### src/rtl/user_id_pkg.sv
// Shared definitions for the user ID readout block: FSM encoding and sizing constants.
package user_id_pkg;

  // Readout controller states; CAP_A/CAP_B form the two-sample capture.
  typedef enum logic [2:0] {
    ST_CAP_A  = 3'd0,
    ST_CAP_B  = 3'd1,
    ST_IDLE   = 3'd2,
    ST_SHIFT  = 3'd3,
    ST_DONE   = 3'd4
  } state_e;

  localparam int USER_ID_WIDTH_DEFAULT = 32;
  // Serial frame length for the default width: every ID bit plus the parity bit.
  localparam int USER_ID_SER_BITS      = USER_ID_WIDTH_DEFAULT + 1;

  // Counter widths: the divider covers CLKDIV up to 255 and the bit counter covers up to 63.
  localparam int USER_ID_DIV_W = 8;
  localparam int USER_ID_BIT_W = 6;

endpackage

### src/rtl/user_id_readout_if.sv
// Bundles the ID source, capture/dump requests and all readout results.
// The slave side is the readout block; the master side is its user.
interface user_id_readout_if
  import user_id_pkg::*;
#(
  parameter int ID_WIDTH = USER_ID_WIDTH_DEFAULT
);
  logic [ID_WIDTH-1:0] mask_rev;
  logic                rd_req;
  logic                id_valid;
  logic [ID_WIDTH-1:0] id_value;
  logic                id_parity;
  logic                id_mismatch;
  logic                ser_start;
  logic                ser_busy;
  logic                ser_data;
  logic                ser_strobe;
  logic                ser_done;

  modport master (
    output mask_rev, rd_req, ser_start,
    input  id_valid, id_value, id_parity, id_mismatch,
    input  ser_busy, ser_data, ser_strobe, ser_done
  );

  modport slave (
    input  mask_rev, rd_req, ser_start,
    output id_valid, id_value, id_parity, id_mismatch,
    output ser_busy, ser_data, ser_strobe, ser_done
  );
endinterface

### src/rtl/user_id_bit_timer.sv
// Serial bit timer: divides clk by CLKDIV while running, flagging the first and
// last cycle of each serial bit. The divider parks at its reload value when idle,
// so the first running cycle is always the start of a bit.
module user_id_bit_timer
  import user_id_pkg::*;
#(
  parameter int CLKDIV = 4
) (
  input  logic clk,
  input  logic reset,
  input  logic run_i,
  output logic bit_tick_o,
  output logic first_cycle_o
);

  localparam logic [USER_ID_DIV_W-1:0] DIV_RELOAD = USER_ID_DIV_W'(CLKDIV - 1);

  logic [USER_ID_DIV_W-1:0] div_q;
  logic [USER_ID_DIV_W-1:0] div_d;

  // Count down while running; reload at the end of each bit or when stopped.
  always_comb begin
    div_d = DIV_RELOAD;
    if (run_i && (div_q != '0)) begin
      div_d = div_q - 1'b1;
    end
  end

  // Divider register.
  always_ff @(posedge clk) begin
    if (reset) begin
      div_q <= DIV_RELOAD;
    end else begin
      div_q <= div_d;
    end
  end

  assign first_cycle_o = run_i && (div_q == DIV_RELOAD);
  assign bit_tick_o    = run_i && (div_q == '0);

endmodule

### src/rtl/user_id_readout.sv
// User ID readout: snapshots the tie-cell ID after reset or on request, confirms it
// over two samples, publishes it with even parity, and can dump it serially
// (ID bits then parity) at CLKDIV clocks per bit.
module user_id_readout
  import user_id_pkg::*;
#(
  parameter int ID_WIDTH  = USER_ID_WIDTH_DEFAULT,
  parameter int CLKDIV    = 4,
  parameter int MSB_FIRST = 1
) (
  input  logic              clk,
  input  logic              reset,
  user_id_readout_if.slave  bus
);

  localparam int                       IDX_W     = $clog2(ID_WIDTH);
  localparam logic [USER_ID_BIT_W-1:0] BIT_FIRST = USER_ID_BIT_W'(ID_WIDTH);

  state_e                   state_q;
  state_e                   state_d;
  logic [ID_WIDTH-1:0]      snap_q;
  logic [ID_WIDTH-1:0]      snap_d;
  logic                     parity_q;
  logic                     parity_d;
  logic                     mismatch_q;
  logic                     mismatch_d;
  logic [USER_ID_BIT_W-1:0] bitcnt_q;
  logic [USER_ID_BIT_W-1:0] bitcnt_d;
  logic [IDX_W-1:0]         ser_idx;
  logic                     ser_bit;
  logic                     in_shift;
  logic                     bit_tick;
  logic                     first_cycle;

  assign in_shift = (state_q == ST_SHIFT);

  user_id_bit_timer #(
    .CLKDIV (CLKDIV)
  ) u_timer (
    .clk           (clk),
    .reset         (reset),
    .run_i         (in_shift),
    .bit_tick_o    (bit_tick),
    .first_cycle_o (first_cycle)
  );

  // Next-state logic; requests are honoured only in IDLE, with re-capture winning.
  always_comb begin
    state_d = state_q;
    case (state_q)
      ST_CAP_A: state_d = ST_CAP_B;
      ST_CAP_B: state_d = ST_IDLE;
      ST_IDLE: begin
        if (bus.rd_req) begin
          state_d = ST_CAP_A;
        end else if (bus.ser_start) begin
          state_d = ST_SHIFT;
        end
      end
      ST_SHIFT: begin
        if (bit_tick && (bitcnt_q == '0)) begin
          state_d = ST_DONE;
        end
      end
      ST_DONE: state_d = ST_IDLE;
      default: state_d = ST_CAP_A;
    endcase
  end

  // State register.
  always_ff @(posedge clk) begin
    if (reset) begin
      state_q <= ST_CAP_A;
    end else begin
      state_q <= state_d;
    end
  end

  // Snapshot, parity, sticky mismatch and bit counter updates.
  // A differing second sample is taken as the newer value and flagged.
  always_comb begin
    snap_d     = snap_q;
    parity_d   = parity_q;
    mismatch_d = mismatch_q;
    bitcnt_d   = bitcnt_q;
    case (state_q)
      ST_CAP_A: begin
        snap_d   = bus.mask_rev;
        parity_d = ^bus.mask_rev;
      end
      ST_CAP_B: begin
        if (bus.mask_rev != snap_q) begin
          mismatch_d = 1'b1;
          snap_d     = bus.mask_rev;
          parity_d   = ^bus.mask_rev;
        end
      end
      ST_IDLE: bitcnt_d = BIT_FIRST;
      ST_SHIFT: begin
        if (bit_tick && (bitcnt_q != '0)) begin
          bitcnt_d = bitcnt_q - 1'b1;
        end
      end
      default: ;
    endcase
  end

  // Snapshot registers; reset clears them so every output starts at 0.
  always_ff @(posedge clk) begin
    if (reset) begin
      snap_q     <= '0;
      parity_q   <= 1'b0;
      mismatch_q <= 1'b0;
      bitcnt_q   <= '0;
    end else begin
      snap_q     <= snap_d;
      parity_q   <= parity_d;
      mismatch_q <= mismatch_d;
      bitcnt_q   <= bitcnt_d;
    end
  end

  // Serial bit select: bitcnt counts ID_WIDTH..1 over the ID bits, 0 is the parity slot.
  always_comb begin
    if (MSB_FIRST != 0) begin
      ser_idx = IDX_W'(bitcnt_q - 1'b1);
    end else begin
      ser_idx = IDX_W'(BIT_FIRST - bitcnt_q);
    end
    ser_bit = (bitcnt_q == '0) ? parity_q : snap_q[ser_idx];
  end

  assign bus.id_valid    = (state_q == ST_IDLE) || (state_q == ST_SHIFT) || (state_q == ST_DONE);
  assign bus.id_value    = snap_q;
  assign bus.id_parity   = parity_q;
  assign bus.id_mismatch = mismatch_q;
  assign bus.ser_busy    = in_shift;
  assign bus.ser_data    = in_shift && ser_bit;
  assign bus.ser_strobe  = first_cycle;
  assign bus.ser_done    = (state_q == ST_DONE);

endmodule

### src/flat_wrapper.sv
// flat-port wrapper written by rule: the top's interface ports become plain ports
module user_id_readout_flat import user_id_pkg::*;
#(
  parameter int ID_WIDTH  = USER_ID_WIDTH_DEFAULT,
  parameter int CLKDIV    = 4,
  parameter int MSB_FIRST = 1
)
  (clk, reset, bus_mask_rev, bus_rd_req, bus_ser_start, bus_id_valid, bus_id_value, bus_id_parity, bus_id_mismatch, bus_ser_busy, bus_ser_data, bus_ser_strobe, bus_ser_done);
  user_id_readout_if #(.ID_WIDTH(ID_WIDTH)) bus_i ();
  input  logic clk;
  input  logic reset;
  input wire logic [$bits(bus_i.mask_rev)-1:0] bus_mask_rev;
  input wire logic [$bits(bus_i.rd_req)-1:0] bus_rd_req;
  input wire logic [$bits(bus_i.ser_start)-1:0] bus_ser_start;
  output wire logic [$bits(bus_i.id_valid)-1:0] bus_id_valid;
  output wire logic [$bits(bus_i.id_value)-1:0] bus_id_value;
  output wire logic [$bits(bus_i.id_parity)-1:0] bus_id_parity;
  output wire logic [$bits(bus_i.id_mismatch)-1:0] bus_id_mismatch;
  output wire logic [$bits(bus_i.ser_busy)-1:0] bus_ser_busy;
  output wire logic [$bits(bus_i.ser_data)-1:0] bus_ser_data;
  output wire logic [$bits(bus_i.ser_strobe)-1:0] bus_ser_strobe;
  output wire logic [$bits(bus_i.ser_done)-1:0] bus_ser_done;
  assign bus_i.mask_rev = bus_mask_rev;
  assign bus_i.rd_req = bus_rd_req;
  assign bus_i.ser_start = bus_ser_start;
  assign bus_id_valid = bus_i.id_valid;
  assign bus_id_value = bus_i.id_value;
  assign bus_id_parity = bus_i.id_parity;
  assign bus_id_mismatch = bus_i.id_mismatch;
  assign bus_ser_busy = bus_i.ser_busy;
  assign bus_ser_data = bus_i.ser_data;
  assign bus_ser_strobe = bus_i.ser_strobe;
  assign bus_ser_done = bus_i.ser_done;
  user_id_readout #(.ID_WIDTH(ID_WIDTH), .CLKDIV(CLKDIV), .MSB_FIRST(MSB_FIRST)) u_core (.clk(clk), .reset(reset), .bus(bus_i));
endmodule
### config.mk
export PLATFORM = sky130hd
export DESIGN_NAME = user_id_readout_flat
export DESIGN_NICKNAME = d
export VERILOG_FILES = /design/src/rtl/user_id_pkg.sv /design/src/rtl/user_id_readout_if.sv /design/src/rtl/user_id_bit_timer.sv /design/src/rtl/user_id_readout.sv /design/src/flat_wrapper.sv
export SDC_FILE = /design/constraint.sdc
export NUM_CORES = 1
export LEC_CHECK = 0
export CAP_MARGIN = 10
export CELL_PAD_IN_SITES_DETAIL_PLACEMENT = 1
export CELL_PAD_IN_SITES_GLOBAL_PLACEMENT = 1
export CORE_AREA = 2 2 98 100
export DETAILED_ROUTE_END_ITERATION = 8
export DIE_AREA = 0 0 100 102
export HOLD_SLACK_MARGIN = 0.1
export PLACE_DENSITY_LB_ADDON = 0.1
export SYNTH_ARGS = -nofsm -noshare
export SYNTH_HDL_FRONTEND = slang
export SYNTH_HIERARCHICAL = 1
export SYNTH_SLANG_ARGS = --single-unit
### constraint.sdc
create_clock -name clk -period 2.68 [get_ports clk]
set_input_delay 0.268 -clock clk [delete_from_list [all_inputs] [get_ports clk]]
set_output_delay 0.268 -clock clk [all_outputs]
set_load 0.05 [all_outputs]
==> summary.md, run 1 <==
| Metric | Value |
|---|---|
| RR Endpoint | u_core/bitcnt_q[5] |
| Delay-heaviest family, CP | multiplexers |
| Routed vias/inst | 4.961 |
| Core area | 0.009109 mm² |
| Worst Hold Endpoint | u_core/u_timer/div_q[0] |
| Max_cap viols | 0 |
| Clk sink count | 51 |
| FF+latch count, synth | 51 |
| Detailed Route Iter0 Violations | 39 |
| Largest family of logic cells by synthesized area | XOR/XNOR gates |
| Min-Delay Path Class | flop to flop |
| Die width | 100 µm |
| CTS max path bufs | 2 |
| Hpwl dp | 6.850 mm |
| Period utilization | 1.035 |
| Crit Path Class | flop to primary output |
| Reg2reg setup slack | 0.34 ns |
| Critical R2R Launch | u_core/u_timer/div_q[0] |
| # nets final | 439 |
| Post-Syn Area | 0.003054 mm² |
| Seq/Total Area, Yosys | 0.3343 |
| Leakage power | 1.634 nW |
| XOR/XNOR Fraction of Synth Area | 0.1921 |
| Clock slew at reported path FFs | 0.09 ns |
| FFs w/ async S/R, synth | 0 |
| PwrDens | 498.1 mW/mm² |
| Startpoint types | flop |
| Post-synthesis mux area share | 0.1909 |
| Final-report max-slew violation count | 0 |
| Setup violations, final | 1 |
| Maximum VDD drop | 200.4 µV |
| FF/Latch Area | 0.001023 mm² |
| Critical-path cell list | inv_2, ha_4, mux4_2, mux4_2, nor2b_4, a211oi_2, nor3_2, buf_6 |
| Largest net degree at the start of global routing | 44 |
| Multi-input logic area | 0.001974 mm² |
| WP data arrival | 2.51 ns |
| Synthesized-area fraction occupied by adder cells | 0.02048 |
| Port Buf Inserts | 74 |
| Most frequent cells in the layout | 72 x clkdlybuf4s50_1, 61 x xnor2_1, 50 x nor2_1 |
| Distinct cells, synth | 44 |
| # IOs | 75 |
| Synth warn | 6 |
| Worst-Skew Late Latency | 0.30 ns |
| Vias | 2530 |
| Hold depth | 1 |
| Kind of end point of the critical path | primary output |
| Critical Path Fanout Max | 2 |
| Setup WS post-layout | -0.09327 ns |
| Slew Limit Headroom | 0.6406 |
| GRT Overall Usage | 0.1738 |
| Syn_nets | 360 |
| Hold Fails Final Rpt | 0 |
| Fill count | 1071 |
| Number of buffers created by CTS | 5 |
| # rows | 35 |
| Leading cell type in the layout, fill and taps excluded | clkdlybuf4s50_1 |
| Vias in the first global route | 2645 |
| RSZ-0062 raised after global routing | yes |
| Post-synth EDFFs | 0 |
| Hold_ws | 0.4639 ns |
| Antenna Diode Count | 0 |
| CP bufs+invs | 2 |
| Final antenna-violating net count | 0 |
| DRT Wirelength | 8.812 mm |
| Post-Synthesis Cells | 319 |
| Full die area | 0.01020 mm² |
| Required time worst endpoint | 2.41 ns |
| Fmax | 360.6 MHz |
| R2R cell count | 8 |
| Die Y | 102 µm |
| CP peak stage delay | 0.50 ns |
| Area grow syn2layout | 33.67% |
| Hold-fix buffers, CTS | 0 |
| TritonCTS clock tree | yes |
| Failing checks | negative setup slack |
| WL per Instance | 17.28 µm |
| Top FF cell, synth | dfxtp_1 |
| Simple-gate area share of the yosys netlist | 0.1618 |
| Post-place setup slack | 0.06903 ns |
| Layout cells sized above 1 | 0.1003 |
| Crit path max-delay cell type | mux4_2 |
| First-pass GRT wire length | 13.88 mm |
| Status | finished with violations |
| Worst Tran Pin Value | 0.5373 ns |
| Gpl congestion | 0.7452 |
| DR DRC count | 0 |
| Initial core utilization | 0.3353 |
| Clk root buf | clkbuf_8 |
| Initial antenna violation count | 0 |
| Hold Startpoint | u_core/u_timer/div_q[0] |
| H-Tree Depth | 2 |
| Final min period | 2.773 ns |
| CP most frequent cell | mux4_2 |
| Total gr overflow | 0 |
| Mapped Avg Cell Area | 9.574 µm² |
| Compound-Gate Fraction of Synth Area | 0.06678 |
| Clock skew | 0.005367 ns |
| First-pass iteration count of the detailed router | 3 |
[synthesized netlist by cell type, drive strengths merged, types with 2 or more instances]
cell    count  area share
xnor2      61        0.17
dfxtp      51        0.33
nor2       50       0.061
mux2i      32        0.10
nand2      13       0.016
a21oi      11       0.019
nor3       11       0.018
inv        10       0.012
mux4       10       0.082
nand4       8       0.016
buf         7       0.015
xor2        6       0.017
clkbuf      5      0.0061
ha          5       0.020
nor4        4       0.015
a211oi      3      0.0090
a31oi       3      0.0061
nor3b       3      0.0074
o21ai       3      0.0049
a21bo       2      0.0066
nand2b      2      0.0041
nand3       2      0.0033
nor2b       2      0.0041
o31ai       2      0.0049
or3b        2      0.0066
[report_power, final]
| part | switching [W] | total, W | internal (W) | leakage [nW] |
|---|---|---|---|---|
| logic | 0.000395 | 0.000720 | 0.000325 | 1.17 |
| registers | 0.0000661 | 0.000873 | 0.000807 | 0.421 |
| clock network | 0.000256 | 0.000441 | 0.000184 | 0.0422 |
| total | 0.000718 | 0.00203 | 0.00132 | 1.63 |
[state kept, by name (all words and copies together) (netlist names)]
signal / flops
u_core/bus.id_value: 32
u_core/bus.id_mismatch: 1
u_core/u_timer/div_q: 8
u_core/bus.id_parity: 1
u_core/state_q: 3
u_core/bitcnt_q: 6
[per-layer routing]
| metal | vias up | part of all wire | GRT usage | wire length [µm] |
|---|---|---|---|---|
| li1 | 1266 | - | - | - |
| met4 | 0 | 0.013 | 0.03899 | 118 |
| met1 | 1211 | 0.46 | 0.2215 | 4048 |
| met2 | 44 | 0.50 | 0.3093 | 4379 |
| met3 | 9 | 0.030 | 0.03010 | 266 |
| met5 | - | 0 | 0 | 0 |
[logic make-up after synthesis]
| family | count (synthesis) |
|---|---|
| compound gates | 30 |
| xor+xnor | 67 |
| fa+ha+maj | 5 |
| buf+inv | 22 |
| flops | 51 |
| mux | 43 |
| simple gates | 101 |
[metrics by stage]
stage                     setup TNS (ns)  std cells  cell area (µm²)  utilization  total power, W
after floorplan                        0        319             3059            -        0.001347
after global placement                 0        501             3968       0.4356        0.001609
after detailed placement               0        501             3968       0.4356        0.001616
after CTS                        -0.1501        510             4083       0.4482        0.002069
after global routing             -0.1755        510             4083       0.4482        0.002138
final                           -0.09327        510             4083       0.4482        0.002034
[final cells by class]
| cell class | count | area share |
|---|---|---|
| clock buffer | 7 | 0.01869 |
| clock inverter | 1 | 0.001226 |
| multi-input combinational | 246 | 0.4836 |
| tap | 111 | 0.03402 |
| timing repair buffer | 84 | 0.2026 |
| inverter | 10 | 0.009194 |
| sequential | 51 | 0.2507 |
[repair_timing]
action | CTS | global route
endpoints found under the setup margin | 1 | 1
gates resized for setup | 8 | 0
setup buffers | 1 | 0
hold endpoints to repair | 0 | 0
pin swaps | 3 | 1
[worst max-delay path by stage]
stage / startpoint / end / slack (ns) / depth (start not counted)
after CTS: u_core/bitcnt_q[1] / bus_ser_data / -0.15 / 8
final: u_core/bitcnt_q[1] / bus_ser_data / -0.09 / 8
after floorplan: u_core/bitcnt_q[0] / bus_ser_data / 0.004 / 9
after global routing: u_core/bitcnt_q[1] / bus_ser_data / -0.18 / 8
after global placement: u_core/bitcnt_q[1] / bus_ser_data / 0.12 / 8
after detailed placement: u_core/bitcnt_q[1] / bus_ser_data / 0.07 / 8
Power figures use the tool's default switching activity.
==> run 2, diff against run 1 <==
--- a/config.mk
+++ b/config.mk
@@ -5,7 +5,6 @@
 export SDC_FILE = /design/constraint.sdc
 export NUM_CORES = 1
 export LEC_CHECK = 0
-export CAP_MARGIN = 10
 export CELL_PAD_IN_SITES_DETAIL_PLACEMENT = 1
 export CELL_PAD_IN_SITES_GLOBAL_PLACEMENT = 1
 export CORE_AREA = 2 2 98 100
@@ -13,6 +12,7 @@
 export DIE_AREA = 0 0 100 102
 export HOLD_SLACK_MARGIN = 0.1
 export PLACE_DENSITY_LB_ADDON = 0.1
+export SETUP_SLACK_MARGIN = 0.02
 export SYNTH_ARGS = -nofsm -noshare
 export SYNTH_HDL_FRONTEND = slang
 export SYNTH_HIERARCHICAL = 1
==> summary.md, run 2 (synthesis results as in run 1) <==
| Metric | Value |
|---|---|
| Hold depth | 1 |
| CTS max path bufs | 2 |
| TritonCTS clock tree | yes |
| Fill count | 1037 |
| Crit path max-delay cell type | mux4_2 |
| Routed vias/inst | 5.008 |
| Total gr overflow | 0 |
| First-pass iteration count of the detailed router | 4 |
| Clk root buf | clkbuf_8 |
| Max_cap viols | 0 |
| Final antenna-violating net count | 0 |
| Hold-fix buffers, CTS | 0 |
| Startpoint types | flop |
| Worst-Skew Late Latency | 0.31 ns |
| Fmax | 355.2 MHz |
| Largest register FFs | 32 |
| Worst Tran Pin Value | 0.5546 ns |
| Met2 Wirelength | 4.346 mm |
| Clock slew at reported path FFs | 0.09 ns |
| Hpwl dp | 6.955 mm |
| First-pass GRT wire length | 14.30 mm |
| Vias in the first global route | 2662 |
| Final-report max-slew violation count | 0 |
| CP bufs+invs | 2 |
| Clock skew | 0.007573 ns |
| Reg2reg setup slack | 0.35 ns |
| Required time worst endpoint | 2.41 ns |
| Leading cell type in the layout, fill and taps excluded | clkdlybuf4s50_1 |
| Critical-path cell list | inv_2, ha_4, mux4_2, mux4_2, nor2b_4, a211oi_4, nor3_4, buf_6 |
| DRT Wirelength | 8.914 mm |
| Layout cells sized above 1 | 0.1100 |
| Final Cell Area | 0.004138 mm² |
| GRT Overall Usage | 0.1815 |
| Total Negative Setup Slacks | -0.1357 ns |
| Kind of end point of the critical path | primary output |
| Die Y | 102 µm |
| Hold Startpoint | u_core/u_timer/div_q[0] |
| RR Endpoint | u_core/bitcnt_q[5] |
| CP most frequent cell | mux4_2 |
| Routed wl met3 | 261 µm |
| Slew Limit Headroom | 0.6276 |
| Antenna Diode Count | 0 |
| Critical R2R Launch | u_core/u_timer/div_q[0] |
| WL per Instance | 17.44 µm |
| Min-Delay Path Class | flop to flop |
| # nets final | 440 |
| Full die area | 0.01020 mm² |
| WP data arrival | 2.55 ns |
| Finished Layout Cells | 511 |
| Status | finished with violations |
| Maximum VDD drop | 209.2 µV |
| Top sig layer | met4 |
| Setup violations, final | 1 |
| Gpl congestion | 0.8162 |
| Setup WS post-layout | -0.1357 ns |
| Crit Path Class | flop to primary output |
| Hold Fails Final Rpt | 0 |
| Largest net degree at the start of global routing | 44 |
| Worst Hold Endpoint | u_core/u_timer/div_q[0] |
| Critical Path Fanout Max | 2 |
| Vias | 2559 |
| Failing checks | negative setup slack |
| DR DRC count | 0 |
| Detailed Route Iter0 Violations | 69 |
| Leakage power | 1.660 nW |
| Setup bufs post-CTS | 0 |
| Delay-heaviest family, CP | multiplexers |
| Number of buffers created by CTS | 5 |
| Period utilization | 1.051 |
| Core area | 0.009109 mm² |
| # rows | 35 |
| Wl on met1 | 4.127 mm |
| H-Tree Depth | 2 |
| # IOs | 75 |
| Port Buf Inserts | 74 |
| Initial core utilization | 0.3353 |
| Final min period | 2.816 ns |
| PwrDens | 525.8 mW/mm² |
| CP peak stage delay | 0.50 ns |
| R2R cell count | 8 |
| Die width | 100 µm |
| Dpl cells | 503 |
| Most frequent cells in the layout | 71 x clkdlybuf4s50_1, 61 x xnor2_1, 50 x nor2_1 |
| Area grow syn2layout | 35.48% |
| RSZ-0062 raised after global routing | yes |
| Clk sink count | 51 |
| Post-Place Cell Area | 0.003995 mm² |
| Initial antenna violation count | 0 |
-- run 2: changes by cell type in the layout (fill, tap and decap cells not counted) --
cell / delta
buf_4: +2
clkbuf_1: -2
a211oi_2: -1
a211oi_4: +1
bufinv_16: +1
clkbuf_8: +1
clkdlybuf4s50_1: -1
nor3_2: -1
nor3_4: +1
-- run 2: worst max path at each step --
stage | from | to | slack [ns] | cells after the start
global route | u_core/bitcnt_q[0] | bus_ser_data | -0.23 | 7
detailed placement | u_core/bitcnt_q[1] | bus_ser_data | -0.02 | 8
finish | u_core/bitcnt_q[1] | bus_ser_data | -0.14 | 8
floorplan | u_core/bitcnt_q[0] | bus_ser_data | 0.03 | 9
CTS | u_core/bitcnt_q[1] | bus_ser_data | -0.15 | 8
global placement | u_core/bitcnt_q[1] | bus_ser_data | 0.07 | 8
-- run 2: timing repair --
item / in CTS / in global routing
setup endpoints to repair: 1 / 1
pin swaps: 1 / 0
gates resized for setup: 5 / 0
-- run 2: report_power, final --
part,switching (W),internal [W]
clock,0.000264,0.000303
combinational,0.000410,0.000327
sequential,0.0000645,0.000807
total,0.000739,0.00144
-- run 2: area by class of cell --
cell class	count	area (µm²)	area share
inverters	10	37.54	0.009072
clock buffers	6	82.58	0.01996
clock inverters	2	35.03	0.008467
repair buffers	85	832.0	0.2011
well taps	111	138.9	0.03357
multi-input cells	246	1988	0.4805
flip-flops and latches	51	1023	0.2474
-- run 2: per-stage QoR --
stage	hold WS (ns)	setup slack, ns	power, W	utilization
2_1_floorplan	0.4088	0.03433	0.001351	-
3_3_place_gp	0.4280	0.06581	0.001621	0.4386
3_5_place_dp	0.4429	-0.01558	0.001627	0.4386
4_1_cts	0.4666	-0.1540	0.002204	0.4543
5_1_grt	0.4993	-0.2320	0.002286	0.4543
6_report	0.4598	-0.1357	0.002176	0.4543
-- run 2: per-layer routing --
metal  track usage  up-vias
li1              -     1263
met1        0.2326     1226
met4       0.05901        0
met3       0.02736       17
met2        0.3155       53
met5             0        -
